File: src/rtl/module_display_scan.sv
// Two-digit multiplexed 7-segment scanner: digit 0 shows the data pattern,
// digit 1 shows the error status, with dark gaps between digits and blinking on double error.
module module_display_scan #(
    parameter int SCAN_DIV    = 27000,
    parameter int DEAD_CYCLES = 270,
    parameter int BLINK_DIV   = 6750000
) (
    input  logic       clk,
    input  logic       rst,
    input  logic [6:0] salida_mux,
    input  logic       error_simple,
    input  logic       error_doble,
    input  logic       no_error,
    output logic [1:0] anodo,
    output logic [6:0] segmentos
);

    localparam int SCAN_MAX = (SCAN_DIV > DEAD_CYCLES) ? SCAN_DIV : DEAD_CYCLES;
    localparam int CNT_W    = (SCAN_MAX > 1) ? $clog2(SCAN_MAX) : 1;
    localparam int BLINK_W  = $clog2(BLINK_DIV);

    localparam logic [CNT_W-1:0]   SHOW_LAST  = CNT_W'(SCAN_DIV - 1);
    localparam logic [CNT_W-1:0]   BLANK_LAST = CNT_W'(DEAD_CYCLES - 1);
    localparam logic [BLINK_W-1:0] BLINK_LAST = BLINK_W'(BLINK_DIV - 1);

    localparam logic [6:0] PAT_TWO   = 7'b1011011;
    localparam logic [6:0] PAT_ONE   = 7'b0000110;
    localparam logic [6:0] PAT_ZERO  = 7'b0111111;
    localparam logic [6:0] PAT_BLANK = 7'b0000000;
    localparam logic [6:0] SEG_DARK  = 7'h7F;
    localparam logic [1:0] AN_DARK   = 2'b11;

    typedef enum logic [1:0] {
        SHOW0  = 2'd0,
        BLANK0 = 2'd1,
        SHOW1  = 2'd2,
        BLANK1 = 2'd3
    } state_t;

    state_t               state_q, state_d;
    logic [CNT_W-1:0]     cnt_q, cnt_d;
    logic [6:0]           pat0_q, pat0_d;
    logic [6:0]           pat1_q, pat1_d;
    logic [BLINK_W-1:0]   blink_cnt_q, blink_cnt_d;
    logic                 blink_fase_q, blink_fase_d;
    logic [1:0]           anodo_q, anodo_d;
    logic [6:0]           seg_q, seg_d;
    logic [6:0]           status_pat;
    logic [CNT_W-1:0]     cnt_last;
    logic                 blink_dark;

    always_comb begin
        status_pat = PAT_BLANK;
        if (error_doble) begin
            status_pat = PAT_TWO;
        end else if (error_simple) begin
            status_pat = PAT_ONE;
        end else if (no_error) begin
            status_pat = PAT_ZERO;
        end
    end

    // Scan sequencer: the shared counter restarts on every state change.
    always_comb begin
        state_d  = state_q;
        cnt_d    = cnt_q + 1'b1;
        pat0_d   = pat0_q;
        pat1_d   = pat1_q;
        cnt_last = BLANK_LAST;
        if (state_q == SHOW0 || state_q == SHOW1) begin
            cnt_last = SHOW_LAST;
        end
        if (cnt_q == cnt_last) begin
            cnt_d = '0;
            case (state_q)
                SHOW0:   state_d = BLANK0;
                BLANK0:  begin
                    state_d = SHOW1;
                    pat1_d  = status_pat;
                end
                SHOW1:   state_d = BLANK1;
                BLANK1:  begin
                    state_d = SHOW0;
                    pat0_d  = salida_mux;
                end
                default: state_d = BLANK1;
            endcase
        end
    end

    always_comb begin
        blink_cnt_d  = blink_cnt_q + 1'b1;
        blink_fase_d = blink_fase_q;
        if (blink_cnt_q == BLINK_LAST) begin
            blink_cnt_d  = '0;
            blink_fase_d = ~blink_fase_q;
        end
    end

    // Outputs are built from the next state so they register on the same edge the state moves.
    always_comb begin
        anodo_d    = AN_DARK;
        seg_d      = SEG_DARK;
        blink_dark = error_doble & ~blink_fase_d;
        if (!blink_dark) begin
            case (state_d)
                SHOW0: begin
                    anodo_d = 2'b10;
                    seg_d   = ~pat0_d;
                end
                SHOW1: begin
                    anodo_d = 2'b01;
                    seg_d   = ~pat1_d;
                end
                default: begin
                    anodo_d = AN_DARK;
                    seg_d   = SEG_DARK;
                end
            endcase
        end
    end

    always_ff @(posedge clk or posedge rst) begin
        if (rst) begin
            state_q      <= BLANK1;
            cnt_q        <= '0;
            pat0_q       <= '0;
            pat1_q       <= '0;
            blink_cnt_q  <= '0;
            blink_fase_q <= 1'b1;
            anodo_q      <= AN_DARK;
            seg_q        <= SEG_DARK;
        end else begin
            state_q      <= state_d;
            cnt_q        <= cnt_d;
            pat0_q       <= pat0_d;
            pat1_q       <= pat1_d;
            blink_cnt_q  <= blink_cnt_d;
            blink_fase_q <= blink_fase_d;
            anodo_q      <= anodo_d;
            seg_q        <= seg_d;
        end
    end

    assign anodo     = anodo_q;
    assign segmentos = seg_q;

endmodule

File: config.mk
export PLATFORM = sky130hd
export DESIGN_NAME = module_display_scan
export DESIGN_NICKNAME = d
export VERILOG_FILES = /design/src/rtl/module_display_scan.sv
export SDC_FILE = /design/constraint.sdc
export NUM_CORES = 1
export LEC_CHECK = 0
export CORE_ASPECT_RATIO = 1.25
export CORE_UTILIZATION = 60
export DETAILED_ROUTE_END_ITERATION = 16
export PLACE_DENSITY = 0.81
export RECOVER_POWER = 100
export SLEW_MARGIN = 30
export SYNTH_ARGS = -nofsm -noshare
export SYNTH_HDL_FRONTEND = slang
export SYNTH_SLANG_ARGS = --single-unit
File: constraint.sdc
create_clock -name clk -period 4.4 [get_ports clk]
set_clock_uncertainty 0.1 [all_clocks]
set_input_delay 0.88 -clock clk [delete_from_list [all_inputs] [get_ports clk]]
set_output_delay 0.88 -clock clk [all_outputs]
set_load 0.03 [all_outputs]
After elaboration in Yosys (flattened, before gate mapping)
Index checks and enable logic that the tools add are counted.
W data, S select, Z words.

word-level totals
  logic and storage cells = 41
  register bits = 64

operators by class
  reductions and logical operators = 3
  muxes and demuxes = 17
  bitwise operators = 5
  add/sub/neg operators = 2
  eq/ne operators = 6

operator list
  kind                     count
  $mux W7                  6
  $mux W15                 2
  $add A23 B1 Y23 const B  1
  $eq A23 B23 Y1 const B   1
  $mux W23                 1
  $add A15 B1 Y15 const B  1
  $eq A15 B15 Y1           1
  $not A7 Y7               2
  $pmux W7 S2              1
  $mux W6                  2
  $pmux W2 S4              1
  $eq A2 B2 Y1 const B     3
  $logic_not A2 Y1         2
  $mux W2                  2
  $pmux W2 S2              1
  $eq A2 B1 Y1 const B     1
  $not A1 Y1               2
  $and A1 B1 Y1            1
  $logic_or A1 B1 Y1       1
  $mux W1                  1

Longest topological paths before layout
Gate-level depths: netlist (run 1).

  depth after elaboration = 8
  gate-level depth with buffers = 7

Least setup slack after synthesis (run 1)
Ideal clock, no wire load.

  path kind = register to register
  start point = reg state_q[0]
  end point = reg seg_q[2] (netlist: segmentos[2])
  required time = 4.219 ns
  cell stages (with the launch flop) = 7
  arrival = 2.160 ns
  path slack = 2.059 ns
  clock period less this slack = 2.341 ns
  path buffers = 1
  cells stage by stage = dfstp_2 -> or4b_1 -> mux2i_1 -> and3_1 -> buf_4 -> mux2_2 -> o211ai_1

between the ends
  cells in the longest elaborated chain, start to end = 8

RTL lines
  item                                              line  source
  from (decl)                                       40    state_t state_q, state_d;
  from (signal assigned)                            134   state_q <= state_d;
  $eq A2 B2 Y1 or $logic_not A2 Y1 (tied branches)  70    if (state_q == SHOW0 || state_q == SHOW1) begin
  $logic_or A1 B1 Y1                                70
  $mux W15                                          70
  $eq A15 B15 Y1                                    73    if (cnt_q == cnt_last) begin
  $mux W7 (*)                                       73
  via pat1_d[2]                                     43    logic [6:0] pat1_q, pat1_d;
  $not A7 Y7 (*)                                    113   seg_d = ~pat1_d;
  $pmux W7 S2 (*)                                   106   case (state_d)
  $mux W7 (*)                                       105   if (!blink_dark) begin
  via seg_d[2]                                      47    logic [6:0] seg_q, seg_d;
  to (signal assigned)                              141   seg_q <= seg_d;
  to (decl)                                         47

The timed path passes the listed nets; every way through them passes the cells marked *.

Final worst setup path (run 1)
  start point = reg state_q[0]
  end point = reg seg_q[5] (netlist: segmentos[5])

Same word-level chain as after synthesis.

==> flow_summary.json, run 1 <==
{
  "status": "finished, violations left",
  "violations": "capacitance limit, slew limit",
  "powerDensity_nw_per_um2": 333,
  "fin_crit_ns": 3.18,
  "max-vdd-ir-drop_mv": 0.235,
  "final.setup.worst_slack_ns": 1.22,
  "io_pins": 21,
  "synth_cell_types": 43,
  "drive_above_1_share_pct": 9.73,
  "track_usage_pct": 27.4,
  "area_growth_pct": 15.3,
  "cts_hold_buf": 0,
  "core_area_sq_um": 5040,
  "holdWs_ns": 0.392,
  "wl_per_cell_um": 17.1,
  "grt_antenna_before_repair": 0,
  "crit_type": "flop to flop",
  "root_buffer": "clkbuf_8",
  "gp_congestion": 0.847,
  "drtIter0Drc": 207,
  "ys.warnings.count": 0,
  "synth-async-reset-ratio_pct": 100,
  "max_freq_mhz": 314,
  "tns_ns": 0,
  "rsz0062_at_grt": "no",
  "overflow": 0,
  "avgSynthCellArea_sq_um": 10.6,
  "post-route-drc-count": 0,
  "crit_required_ns": 4.52,
  "routed_wl_um": 6670,
  "utilization_pct": 71.8,
  "antenna_cells": 0,
  "critPathMaxFanout": 15,
  "synth_edf_count": 0,
  "maxSlewViolCount": 51,
  "finalCritPeriodShare_pct": 72.4,
  "hold_depth": 1,
  "grt_pass1_wl_um": 11300,
  "die_area_sq_um": 5530,
  "cap_viol_max_count": 1,
  "h-tree-depth": 3,
  "cts_resized": 0,
  "clockBufferDepth": 2,
  "syn_nets": 315,
  "synthCells": 297,
  "hold_path_class": "flop to flop",
  "grt_start_max_net_pins": 51,
  "final_common_cell": "dfrtp_1",
  "hold_violations": 0,
  "grt_pass1_vias": 2404,
  "die_h_um": 82.9,
  "critPathLaunchType": "flop",
  "die_w_um": 66.7,
  "synthesis.area_sq_um": 3140,
  "p_total_uw": 1200,
  "initial_utilization_pct": 62.3,
  "row_count": 29,
  "vias": 2443,
  "seq_area_frac_synth_pct": 51.5,
  "cp-end-kind": "flop",
  "layout_common_cells": "52 x dfrtp_1, 31 x nor2_1, 23 x nand2_1, 19 x nand4_1, 16 x xnor2_1",
  "crit_arrival_ns": 3.30,
  "cts_tree": "yes",
  "yosys_most_used_dff": "dfrtp_1",
  "nets": 342,
  "first_pass_iters": 4,
  "io_buffers": 20,
  "worstRegToRegCells": 6,
  "leakage_uw": 0.00148,
  "pre_cts_ws_ns": 1.71,
  "via_per_inst": 6.25,
  "clock-sinks": 64,
  "post_cts.repair.setup_buffers": 0,
  "numCtsBuffers": 9,
  "clk_pin_slew_ns": 0.06,
  "clk-insertion-delay-late_ns": 0.34,
  "setup_viol": 0,
  "worstMarginPinSlew_ns": 2.18,
  "dp_hpwl_um": 4610,
  "synth-seq-cells": 64,
  "ant_nets": 0,
  "relSlewSlack_pct": -46.1
}
synth_stat cells (all sizes together) (6+ instances only):
cell	instances	area, sq um
o31ai	10	88.8
nand3	14	70.1
dfstp	12	315
nor2	31	116
and3	8	50.1
ha	6	75.1
nor3	11	66.3
inv	9	33.8
xor2	12	105
a221oi	8	70.1
nand4	19	119
a21oi	8	40.0
nand2	23	86.3
xnor2	16	140
dfrtp	52	1300
mux2	6	71.3
o21ai	7	35.0
worst paths after layout:
kind / from / endpoint / slack, ns
setup / recovery: state_q[0] / segmentos[5] / 1.22
hold / removal: cnt_q[0] / cnt_q[0] / 0.39
setup reg to reg: state_q[0] / segmentos[5] / 1.22
hold reg to reg: cnt_q[0] / cnt_q[0] / 0.39
max in group asynchronous: rst / pat1_q[5] / 1.29
min in group asynchronous: rst / blink_cnt_q[14] / 1.46
per-stage QoR:
step | instance area, sq um | instances
floorplan | 3140 | 297
global placement | 3410 | 375
detailed placement | 3410 | 375
CTS | 3640 | 391
global route | 3620 | 391
finish | 3620 | 391
sequential cells by signal (all words and copies together), names as in the netlist:
name	flops
anodo	2
blink_cnt_q	23
state_q	2
pat1_q	7
blink_fase_q	1
cnt_q	15
pat0_q	7
segmentos	7
routing by layer:
metal / global-route usage, % / wire length, um / up-vias
li1: - / - / 1150
met1: 37.2 / 2900 / 1212
met2: 41.6 / 3320 / 62
met3: 4.81 / 250 / 19
met4: 14.1 / 193 / 0
met5: 0 / 0 / -
area by class of cell:
| cell class | count | area [sq um] |
|---|---|---|
| well taps | 62 | 77.6 |
| multi-input cells | 217 | 1460 |
| fillers | 379 | 1420 |
| flip-flops and latches | 64 | 1620 |
| inverters | 9 | 35.0 |
| clock buffers | 13 | 159 |
| repair buffers | 23 | 211 |
| clock inverters | 3 | 65.1 |
cells by family after synthesis:
family / after synthesis / share of synthesized area [%]
AOI/OAI and AO/OA: 47 / 11.5
buffers and inverters: 16 / 2.07
DFF: 64 / 51.5
xor gates and xnor gates: 28 / 7.81
and+or+nand+nor: 128 / 21.8
adders and majority gates: 6 / 2.39
muxes: 8 / 2.91
report_power, final:
part	internal, uW	switching (uW)	total, uW
combinational	16.2	27.5	43.7
clock	350	215	565
sequential	595	1.06	596
worst max-delay path, stage by stage (launching register included):
cell and delay [ns]:
dfstp_1 0.61, or4b_1 0.47, mux2i_1 0.14, clkbuf_1 0.51, and3_1 0.51, mux2_1 0.39, o311ai_0 0.35
Power figures use the tool's default switching activity.
==> run 2: changes to the inputs <==
CORE_UTILIZATION = 58   (was 60)
PLACE_DENSITY = 0.79   (was 0.81)
clock period = 3 ns   (was 4.4 ns; I/O delays follow)
==> run 2 against run 1 <==
The flow finishes with violations (capacitance limit); final cell count rose by 0.77%; combinational power increased by 44%; die area grew 3.4%; total power rose by 40%; critical path depth is 1 lower; non-clock buffer count is 3 higher; wire length is 5.1% lower; sequential power increased by 47%; global-route usage shrank 2.0 points; register-to-register slack worse by 0.96 ns; flip-flop and latch count unchanged; critical endpoint unchanged; largest cell class unchanged.
==> flow_summary.json, run 2 (synthesis results as in run 1) <==
{
  "status": "finished, violations left",
  "violations": "capacitance limit",
  "grt_start_max_net_pins": 65,
  "post-route-drc-count": 0,
  "initial_utilization_pct": 61.0,
  "antenna_cells": 0,
  "max_freq_mhz": 364,
  "cts_tree": "yes",
  "via_per_inst": 6.04,
  "p_seq_share_pct": 51.8,
  "grt_pass1_wl_um": 10700,
  "grt_pass1_vias": 2232,
  "dpl-instance-area_sq_um": 3440,
  "clockBufferDepth": 2,
  "rsz0062_at_grt": "no",
  "vias": 2381,
  "finalCritPeriodShare_pct": 91.5,
  "clk-insertion-delay-late_ns": 0.33,
  "die_area_sq_um": 5710,
  "drtIter0Drc": 195,
  "powerDensity_nw_per_um2": 465,
  "largest_reg_flops": 23,
  "swShare_pct": 21.6,
  "grtUsageMet2_pct": 37.2,
  "tns_ns": 0,
  "maxSlewViolCount": 0,
  "numCtsBuffers": 9,
  "crit_arrival_ns": 2.89,
  "drive_above_1_share_pct": 11.4,
  "track_usage_pct": 25.4,
  "power_frac_comb_pct": 3.7,
  "r2r_slack_ns": 0.26,
  "critPathLaunchType": "flop",
  "intPower_uw": 1320,
  "io_pins": 21,
  "cp-end-kind": "flop",
  "grt_use_met1_pct": 36.0,
  "wl_per_cell_um": 16.1,
  "worstMarginPinSlew_ns": 1.48,
  "post_cts.repair.setup_buffers": 0,
  "hold_violations": 0,
  "p_total_uw": 1690,
  "p_switching_uw": 365,
  "fin_crit_ns": 2.74,
  "leakage_uw": 0.00148,
  "utilization_pct": 70.3,
  "io_buffers": 20,
  "relSlewSlack_pct": 1.00,
  "gp_congestion": 0.887,
  "ant_nets": 0,
  "routed_wl_um": 6330,
  "clk_pin_slew_ns": 0.07,
  "stdcell_area_sq_um": 3620,
  "grtUsageMet3_pct": 5.43,
  "critPathMaxFanout": 10,
  "cts_resized": 0,
  "hold_depth": 1,
  "overflow": 0,
  "crit_type": "flop to flop",
  "clock-sinks": 64,
  "clkPwrFrac_pct": 44.4,
  "layout_common_cells": "52 x dfrtp_1, 31 x nor2_1, 23 x nand2_1, 19 x nand4_1, 16 x xnor2_1",
  "hold_path_class": "flop to flop",
  "dp_hpwl_um": 4490,
  "top_regs": "blink_cnt_q: 23 flops, cnt_q: 15 flops",
  "final_common_cell": "dfrtp_1",
  "grt_antenna_before_repair": 0,
  "die_w_um": 67.8,
  "h-tree-depth": 3,
  "crit_required_ns": 3.14,
  "root_buffer": "clkbuf_8",
  "regMostFlops": "blink_cnt_q",
  "busiest_layer": "met2",
  "cap_viol_max_count": 1,
  "worstRegToRegCells": 5,
  "max-vdd-ir-drop_mv": 0.287,
  "nets": 345,
  "cts_hold_buf": 0,
  "area_growth_pct": 15.4,
  "die_h_um": 84.3,
  "core_area_sq_um": 5150,
  "setup_viol": 0,
  "row_count": 29,
  "first_pass_iters": 4
}
==> run 2: metal layers <==
metal  vias to the layer above  share of wire (%)
li1                       1154                  -
met5                         -                  0
met4                         0               0.95
met3                         6                4.5
met2                        55                 49
met1                      1166                 45
==> run 2: layout make-up <==
class                      count  area [sq um]
sequential                    64          1620
fill                         414          1530
clock buffer                  11           151
clock inverter                 5          55.1
tap                           62          77.6
multi-input combinational    217          1460
inverter                       9          33.8
timing repair buffer          26           235
==> run 2: worst max-delay path: stages, from the launching register on <==
cell and delay [ns]:
dfstp_1 0.62, or4b_1 0.47, mux2_1 0.48, o31ai_1 0.53, and2_0 0.30, o311ai_1 0.14
==> run 2: metrics by stage <==
stage	hold slack [ns]	setup WS, ns	std cells
after floorplan	0.336	0.659	297
after global placement	0.361	0.531	378
after detailed placement	0.368	0.478	378
after CTS	0.385	0.463	394
after global routing	0.414	0.126	394
final	0.381	0.256	394
==> run 2: worst paths after layout <==
path / startpoint / end
min in group asynchronous: rst / blink_cnt_q[11]
worst max-delay path: state_q[0] / segmentos[5]
max in group asynchronous: rst / cnt_q[8]
worst min register to register: cnt_q[0] / cnt_q[0]
worst max register to register: state_q[0] / segmentos[5]
worst min-delay path: cnt_q[0] / cnt_q[0]
==> run 2: power groups by stage <==
stage / clock [uW] / sequential [uW] / combinational, uW
CTS: 764 / 875 / 70.2
finish: 750 / 874 / 63.1
detailed placement: 0 / 890 / 70.0
floorplan: 0 / 902 / 20.4
global route: 813 / 874 / 69.9
global placement: 0 / 890 / 69.2
